### src/rtl/sync_cdc_tx.sv
// ----------------------------------------------------------------------------
// sync_cdc_tx
//
// Write-side sender for the MSB-valid CDC word format {valid, payload}.
// Accepts a ready/valid stream into a small circular buffer. It emits one
// {1, payload} word per cycle, but only while downstream credits remain, so
// the read-side CDC FIFO can never overflow. Idle cycles emit all zeros.
//
// Ports:
//   wr_clk        sole clock
//   rst_n         asynchronous active-low reset
//   s_data        payload to send (WIDTH-1 bits)
//   s_valid       s_data valid
//   s_ready       buffer can accept (combinational from registered state)
//   credit_ret    single-cycle pulse returning one downstream credit
//   cdc_word_out  registered {valid, payload} word to the CDC synchronizer
//   credits_avail registered count of credits currently held
//   buf_count     local buffer occupancy
//   credit_err    sticky flag: a credit came back while already holding all
// ----------------------------------------------------------------------------
module sync_cdc_tx #(
    parameter int WIDTH   = 193,
    parameter int DEPTH   = 4,
    parameter int CREDITS = 16,
    parameter int CW      = $clog2(CREDITS + 1)
) (
    input  logic                       wr_clk,
    input  logic                       rst_n,
    input  logic [WIDTH-2:0]           s_data,
    input  logic                       s_valid,
    output logic                       s_ready,
    input  logic                       credit_ret,
    output logic [WIDTH-1:0]           cdc_word_out,
    output logic [CW-1:0]              credits_avail,
    output logic [$clog2(DEPTH+1)-1:0] buf_count,
    output logic                       credit_err
);

    localparam int PW = WIDTH - 1;
    localparam int AW = $clog2(DEPTH);
    localparam int BW = $clog2(DEPTH + 1);

    logic [PW-1:0]    r_mem [DEPTH];
    logic [AW-1:0]    r_wr_ptr;
    logic [AW-1:0]    r_rd_ptr;
    logic [BW-1:0]    r_count;
    logic [CW-1:0]    r_credits;
    logic [WIDTH-1:0] r_word;
    logic             r_err;

    logic             w_push;
    logic             w_send;
    logic             w_full_credits;

    // Readiness is gated by rst_n so nothing is accepted while held in reset.
    assign s_ready        = (r_count < BW'(DEPTH)) & rst_n;
    assign w_push         = s_valid & s_ready;
    // A send needs both a buffered word and a credit, so the credit
    // decrement below can never underflow.
    assign w_send         = (r_count != '0) & (r_credits != '0);
    assign w_full_credits = (r_credits == CW'(CREDITS));

    // Payload storage carries no reset: occupancy and pointers decide what
    // is meaningful, so stale contents are never emitted.
    always_ff @(posedge wr_clk) begin
        if (w_push) begin
            r_mem[r_wr_ptr] <= s_data;
        end
    end

    // Pointers wrap naturally because DEPTH is a power of two.
    always_ff @(posedge wr_clk or negedge rst_n) begin
        if (!rst_n) begin
            r_wr_ptr <= '0;
            r_rd_ptr <= '0;
            r_count  <= '0;
        end else begin
            if (w_push) begin
                r_wr_ptr <= r_wr_ptr + AW'(1);
            end
            if (w_send) begin
                r_rd_ptr <= r_rd_ptr + AW'(1);
            end
            case ({w_push, w_send})
                2'b10:   r_count <= r_count + BW'(1);
                2'b01:   r_count <= r_count - BW'(1);
                default: r_count <= r_count;
            endcase
        end
    end

    // Output word register: head of buffer with valid set on a send,
    // otherwise an all-zero idle word.
    always_ff @(posedge wr_clk or negedge rst_n) begin
        if (!rst_n) begin
            r_word <= '0;
        end else if (w_send) begin
            r_word <= {1'b1, r_mem[r_rd_ptr]};
        end else begin
            r_word <= '0;
        end
    end

    // Credit counter: minus one per send, plus one per returned credit.
    // A return while already full saturates and raises the sticky error.
    always_ff @(posedge wr_clk or negedge rst_n) begin
        if (!rst_n) begin
            r_credits <= CW'(CREDITS);
            r_err     <= 1'b0;
        end else begin
            case ({w_send, credit_ret})
                2'b10:   r_credits <= r_credits - CW'(1);
                2'b01:   if (!w_full_credits) r_credits <= r_credits + CW'(1);
                default: r_credits <= r_credits;
            endcase
            if (credit_ret && w_full_credits) begin
                r_err <= 1'b1;
            end
        end
    end

    assign cdc_word_out  = r_word;
    assign credits_avail = r_credits;
    assign buf_count     = r_count;
    assign credit_err    = r_err;

endmodule
### config.mk
export PLATFORM = sky130hd
export DESIGN_NAME = sync_cdc_tx
export DESIGN_NICKNAME = d
export VERILOG_FILES = /design/src/rtl/sync_cdc_tx.sv
export SDC_FILE = /design/constraint.sdc
export NUM_CORES = 1
export LEC_CHECK = 0
export CORE_MARGIN = 3
export CORE_UTILIZATION = 60
export DETAILED_ROUTE_END_ITERATION = 10
export PLACE_DENSITY = 0.85
export SYNTH_ARGS = -nofsm -noshare
export SYNTH_HDL_FRONTEND = slang
export SYNTH_SLANG_ARGS = --single-unit
export TNS_END_PERCENT = 30
### constraint.sdc
create_clock -name wr_clk -period 9.9 [get_ports wr_clk]
set_input_delay 0.99 -clock wr_clk [delete_from_list [all_inputs] [get_ports wr_clk]]
set_output_delay 0.99 -clock wr_clk [all_outputs]
set_load 0.02 [all_outputs]
# Word-level counts from Yosys, hierarchy flattened
# Memory sizes are Yosys's and may differ from the RTL's.
# Cells that the tools add are included.
[totals]
word_cells = 35
out_inout_bits = 203
memories = 1
reg_bits = 206
ramBits = 768
inputBits = 196
[op_classes]
muxes = 6
eq_ne = 6
add_sub_neg = 6
reduce_logical = 6
magnitude_cmp = 1
bitwise_logic = 3
[mem_list]
columns = ["name", "depth", "word_bits", "rd", "rd_clocked_by_memory_dff", "wr", "line", "source"]
rows = [
  ["r_mem", 4, 192, 1, 0, 1, "43", "logic [PW-1:0] r_mem [DEPTH];"],
]
[op_table]
columns = ["op", "count"]
rows = [
  ["$mux W193", 1],
  ["$pmux W5 S2", 1],
  ["$pmux W3 S2", 1],
  ["$add A5 B1 Y5 const B", 1],
  ["$eq A5 B5 Y1 const B", 1],
  ["$mux W5", 1],
  ["$reduce_bool A5 Y1", 1],
  ["$sub A5 B1 Y5 const B", 1],
  ["$add A2 B1 Y2 const B", 2],
  ["$eq A2 B1 Y1 const B", 2],
  ["$eq A2 B2 Y1 const B", 2],
  ["$reduce_bool A2 Y1", 2],
  ["$add A3 B1 Y3 const B", 1],
  ["$and A1 B1 Y1", 3],
  ["$lt A3 B3 Y1 const B", 1],
  ["$reduce_bool A3 Y1", 1],
  ["$sub A3 B1 Y3 const B", 1],
  ["$mux W1", 2],
  ["$ne A2 B2 Y1 const B", 1],
  ["$reduce_and A2 Y1", 1],
  ["$logic_and A1 B1 Y1", 1],
]

# Depth between registers and ports, before layout
[depth]
depth_word = 5
mapped_depth = 9

# Worst setup path before layout
# No wires, ideal clock.
[synth_timing]
path_type = "input-to-reg"
start = "in rst_n"
end = "mem r_mem[0][0] in the netlist's numbering (enable)"
setup_time_ps = 578
path_stages = 2
slack_ps = 3341
t_required_ps = 9322
arrival_time_ps = 5982
path_cell_list = "nor2b_1 and3_1"
[synth_via]
elab_chain_cells = 4
[synth_lines]
columns = ["item", "line", "source"]
rows = [
  ["start: declaration", "28", "input logic rst_n,"],
  ["$and A1 B1 Y1", "56", "assign s_ready = (r_count < BW'(DEPTH)) & rst_n;"],
  ["$and A1 B1 Y1", "57", "assign w_push = s_valid & s_ready;"],
  ["$mux W1", "66", "if (w_push) begin"],
  ["$mux W1 (implied by the code)", "67", "r_mem[r_wr_ptr] <= s_data;"],
  ["end: declaration", "43", ""],
]
# Every way passes these cells.

# Worst setup path after layout
[layout_timing]
start = "in rst_n"
end = "mem r_mem[2][136] in the netlist's numbering (enable)"
# The elaborated chain is that of the path after synthesis.

==> reports/qor.csv <==
stage;metric;value;unit
status;status;finished, final reports clean;
clock_network;cts-root-buf;clkbuf_16;
drt;drtAntennaViolNets;0;
sta;hold_viol;0;
worst_setup_path;crit_path_start_kind;input port;
clock_network;htreeDepth;3;
synthesis;synthTopCellsByArea;edfxtp_1 66%, dfrtp_1 15%, mux4_2 12%, and2_1 3.5%, buf_6 0.58%;
layout;fin_cells;2787;
drt;drt-pass1-iter-count;5;
sta;drv_slew;0;
place;hpwl;42820;microns
sta;setup_violations;0;
synthesis;synth.ff_latch_count;974;
job;drv_cap;0;
place;dpl.cell_count;2595;
worst_setup_path;worst_path_max_delay_cell;and3_4;
synthesis;yosys_warnings;0;
layout;final_nets;2141;
clock_network;insertion_delay;0.64;ns
worst_setup_path;crit_family;buffers and inverters;
synthesis;synthArstFlopShare;21.15;%
synthesis;postSynthCellCount;1489;
clock_network;cts_max_path_buffers;3;
sta;fmax;268.5;MHz
clock_network;tritoncts;built;
pwr;p_per_area;301.5;nW/um^2
drt;num_vias;16230;
floorplanning;die_width;246.5;microns
synthesis;synth_flop_cell;edfxtp_1;
synthesis;synth-edff-count;768;
worst_setup_path;critical_path.cell_chain;buf_8 -> nor2b_1 -> and3_4 -> buf_4;
global_routing;grt_overflow;0;
place;dp_slack;5.432;ns
drt;drt-total-wl;75050;microns
layout;drive_above_1_share;17.95;%
clock_network;cts_sinks;974;
synthesis;synth_area_per_cell;23.31;sq um
synthesis;yosysTopAreaCell;edfxtp_1;
worst_setup_path;critPathMaxStageDelay;0.97;ns
sta;tns;0;ns
global_routing;grt_usage;25.31;%
drt;drtIter0Drc;1344;
sta;slew_headroom;20.12;%
global_routing;grt_pass1_wl;111400;microns
synthesis;ys_top_cells_by_count;768 x edfxtp_1, 205 x dfrtp_1, 194 x and2_1, 192 x mux4_2, 21 x clkbuf_1;
synthesis;yosysUniqueCellTypes;38;
floorplanning;die_h;246.5;microns
synthesis;synth_area;34710;sq um
clock_network;numCtsBuffers;94;
worst_setup_path;required;10.14;ns
synthesis;synthesis.nets;1695;
clock_network;cts_resized;0;
clock_network;postCtsSetupBuffers;0;
worst_setup_path;worstPathArrival;3.97;ns
global_routing;grt_max_degree;97;
synthesis;yosysTopAreaCellShare;66.45;%
sta;layout_setup_ws;6.176;ns
place;numPortBuffers;398;
clock_network;cts_hold_buf;0;
worst_setup_path;crit_buf_inv;2;
floorplanning;initial_core_util;61.08;%
sta;fin_skew;0.01455;ns
floorplanning;core;56820;sq um
place;place_congestion;0.7885;
global_routing;grt_antenna_before_repair;23;
pwr;vdd.ir_drop.worst;0.2539;mV
worst_setup_path;endpoint_kind;register;
sta;rsz0062_at_grt;no;
synthesis;yosysSeqAreaShare;81.31;%
worst_setup_path;crit_fanout;83;
floorplanning;die_area;60760;sq um
floorplanning;io_pins;399;
sta;fin_crit_sh;37.62;%
pwr;power_leakage;14.56;nW
drt;vias_per_cell;5.823;
layout;syn_to_final_growth;22.68;%
drt;drc;0;
clock_network;clkSlewWorstSetupHoldPaths;0.06;ns
floorplanning;std_cell_rows;87;
drt;wire_per_inst;26.93;microns
worst_setup_path;critPathKind;input port to register;
sta;fin_crit;3.724;ns
sta;worst_pin_slew;1.198;ns
hold_path;hold_class;input port to asynchronous set/reset pin;
global_routing;first_global_vias;17470;
synthesis;yosysMostFrequentCell;edfxtp_1;
sta;holdWs;0.3562;ns
==> cell type report <==
class,count,area (sq um)
Clock buffer,130,2664
Multi-Input combinational cell,443,6057
Clock inverter,48,494.2
Fill cell,3038,14240
Sequential cell,974,28230
Antenna cell,14,35.03
Tap cell,756,945.9
Inverter,7,26.28
Timing Repair Buffer,415,4129
==> cell usage in the layout, fill, tap and decap left out, types with 3 or more instances in the layout <==
master / count
edfxtp_1: 768
ha_1: 8
clkdlybuf4s50_1: 397
nand3_1: 3
clkinv_1: 13
xor2_1: 6
o21ai_0: 3
clkbuf_8: 7
clkbuf_16: 99
nand2_1: 5
and3_4: 4
dfrtp_1: 203
clkbuf_1: 24
mux4_2: 192
buf_4: 16
bufinv_16: 10
clkinv_2: 21
inv_1: 7
diode_2: 14
xnor2_1: 4
and2_1: 194
==> routing by layer <==
metal  routed length, microns  GRT usage, %  vias to the layer above
met5                      165             0                        -
met1                    27660         32.63                     8531
li1                         -             -                     6830
met4                     2402         8.650                       24
met2                    38340         41.46                      668
met3                     6480         7.967                      177
==> flip-flops by register name, indices dropped and copies added (netlist names) <==
signal,count
r_wr_ptr,2
r_mem,768
credits_avail,5
r_rd_ptr,2
cdc_word_out,193
credit_err,1
buf_count,3
==> worst paths after layout <==
kind	startpoint	end	slack, ns	cells past startpoint
worst min register to register	credit_err	credit_err	0.49	1
worst max register to register	credits_avail[4]	buf_count[2]	6.34	9
max in group asynchronous	rst_n	r_wr_ptr[1]	8.09	2
worst min-delay path	rst_n	cdc_word_out[34]	0.36	1
min in group wr_clk	credit_err	credit_err	0.49	1
worst max-delay path	rst_n	r_mem[2][136]	6.18	4
==> worst reg2reg max path, cell delays in order, from the launching register on <==
cell	delay [ns]
dfstp_2	0.56
inv_1	0.11
a21oi_4	0.68
buf_4	0.83
ha_1	0.43
inv_1	0.06
fa_1	0.38
xor2_1	0.16
nor2_1	0.11
xor2_1	0.16
==> report_power, final <==
group	total [W]	switching [W]	internal, W
logic	0.00372	0.00185	0.00187
clock network	0.00360	0.00146	0.00214
registers	0.00551	0.000395	0.00512
==> logic make-up after synthesis <==
| kind of cell | after synthesis | synth area share [%] |
|---|---|---|
| xor+xnor | 10 | 0.2523 |
| compound gates | 14 | 0.2885 |
| simple gates | 214 | 3.879 |
| fa+ha+maj | 10 | 0.4038 |
| buf+inv | 72 | 1.320 |
| flops | 974 | 81.31 |
| mux | 195 | 12.55 |
==> per-stage QoR <==
step	total power, W	util, %	cell area (sq um)
after global routing	0.01336	74.89	42550
after global placement	0.009223	69.31	39380
after CTS	0.01298	74.87	42540
final	0.01284	74.93	42580
after floorplan	0.007818	-	34710
after detailed placement	0.009321	69.31	39380
Power figures use the tool's default switching activity.
==> edit: new RTL, config.mk and constraints unchanged <==
The parameter `WIDTH` goes from 193 to 189.
--- a/src/rtl/sync_cdc_tx.sv
+++ b/src/rtl/sync_cdc_tx.sv
@@ -19,7 +19,7 @@
 //   credit_err    sticky flag: a credit came back while already holding all
 // ----------------------------------------------------------------------------
 module sync_cdc_tx #(
-    parameter int WIDTH   = 193,
+    parameter int WIDTH   = 189,
     parameter int DEPTH   = 4,
     parameter int CREDITS = 16,
     parameter int CW      = $clog2(CREDITS + 1)
Ports: changed (resized cdc_word_out and s_data); port bits go from 399 to 391. No check against the original RTL was run, so the function may have changed too.
==> edit against the original RTL <==
  * Clock skew increased by 0.012 ns
  * Maximum frequency increased by 8.7%
  * Sequential cell count shrank 20
  * Utilization grew 0.18 points
  * Power decreased by 1.8%
  * Count of clock-buffer cells in the layout shrank 3
  * Worst setup slack gained 0.30 ns
  * Routed wire length shrank 2.8%
  * Worst hold slack worse by 0.092 ns
  * Synthesized area shrank 2.0%
  * Final area shrank 1.9%
  * Critical endpoint is now r_mem[3][90]
==> edit: results (changes against the original RTL) <==
grt:
  grt_pass1_wl_mm: 109  # -1.7%
  antenna_found_initial: 21  # -8.7%
  grt_usage_pct: 25.0  # -0.34 points
  first_global_vias: 17100  # -2.0%
  grt_max_degree: 152  # +57%
synth:
  ys_seq_area_share_pct: 81.2  # about the same
  netlist_top_cells_area: "edfxtp_1, dfrtp_1, mux4_2, and2_1, buf_6"
  synthXorXnorAreaFrac_pct: 0.257  # +0.0051 points
  synth_common_cells: "edfxtp_1, dfrtp_1, and2_1, mux4_2, buf_2"
  synth_compound_area_share_pct: 0.294  # +0.0058 points
  synthAdderAreaFrac_pct: 0.412  # +0.0081 points
  syn_nets: 1662  # -1.9%
  synthCells: 1460  # -1.9%
  synth-async-reset-ratio_pct: 21.2  # +0.024 points
  synth_edf_count: 752  # -2.1%
placed_design:
  place_congestion: 0.791  # +0.29%
  pre_cts_slack_ns: 5.83  # +0.397 ns
  port_buffers: 390  # -2.0%
  placedCellCount: 2549  # -1.8%
  dpl.hpwl_mm: 39.9  # -6.9%
timing:
  relSlewSlack_pct: 19.6  # -0.55 points
  fin_skew_ns: 0.0262  # +0.0116 ns
power:
  p_leak_nw: 14.3  # -2.0%
  vdd_drop_max_mv: 0.270  # +6.3%
  switching_share_pct: 28.8  # -0.066 points
clocking:
  cts_htree_levels: 3  # unchanged
  cts_buffers: 90  # -4.3%
route:
  wirelength_mm: 73.0  # -2.8%
  wire_per_inst_um: 26.6  # -1.1%
  dr.pass1.iters: 5  # unchanged
  vias: 15900  # -1.8%
  drt_iter0_markers: 1296  # -3.6%
critical_path:
  cp_max_fo: 65  # -22%
  crit-reg2reg-launch: "buf_count[2]"
  worstReg2RegEnd: "r_mem[3][90]"
  cp.arrival_ns: 3.66  # -0.31 ns
  reg2reg_depth: 3  # -6
cells_and_area:
  nNetsFinal: 2095  # -2.1%
  largest_reg_flops: 752  # -2.1%
  drive_gt1_share_pct: 18.0  # +0.064 points
outcome:
  status: "completed"
## edit: cell count changes in the layout (fill, tap and decap cells not counted), moves of 5 or more
| cell | before | now |
|---|---|---|
| clkdlybuf4s50_1 | 397 | 389 |
| edfxtp_1 | 768 | 752 |
| diode_2 | 14 | 20 |
| clkinv_2 | 21 | 16 |
## edit: worst max-delay path, stage by stage
cell and delay [ns]:
buf_8 0.29, nor2b_1 0.41, and3_4 0.91, buf_4 0.90
## edit: worst max-delay path by stage
stage,from,end,slack (ns)
floorplan,rst_n,r_mem[0][0],3.44
global placement,rst_n,r_mem[0][154],5.88
detailed placement,rst_n,r_mem[3][154],5.83
CTS,rst_n,s_ready,6.47
global route,rst_n,r_mem[3][85],6.28
finish,rst_n,r_mem[3][90],6.47
## edit: layout make-up
cell class | instances | area, um2
diodes | 20 | 50.0
clock buffers | 127 | 2610
clock inverters | 43 | 526
fillers | 2933 | 13800
inverters | 7 | 26.3
multi-input cells | 435 | 5940
flip-flops and latches | 954 | 27600
well taps | 748 | 936
repair buffers | 405 | 4060
## edit: power by group through the flow
| stage | Clock, mW | Sequential [mW] | Combinational (mW) |
|---|---|---|---|
| finish | 3.57 | 5.39 | 3.65 |
| global route | 3.79 | 5.44 | 3.88 |
| CTS | 3.64 | 5.40 | 3.71 |
| detailed placement | 0 | 5.46 | 3.64 |
| global placement | 0 | 5.43 | 3.57 |
| floorplan | 0 | 5.81 | 1.86 |
## edit: routing by layer
metal / GRT usage (%) / wire length [um]
met5: 0 / 32
met4: 9.84 / 2350
met3: 4.57 / 4400
met2: 43.4 / 39700
met1: 31.6 / 26400
## edit: through the flow
stage | hold WS [ns] | area [um2]
floorplan | 0.580 | 34000
global placement | 0.462 | 38600
detailed placement | 0.470 | 38600
CTS | 0.235 | 41700
global route | 0.255 | 41800
finish | 0.264 | 41800
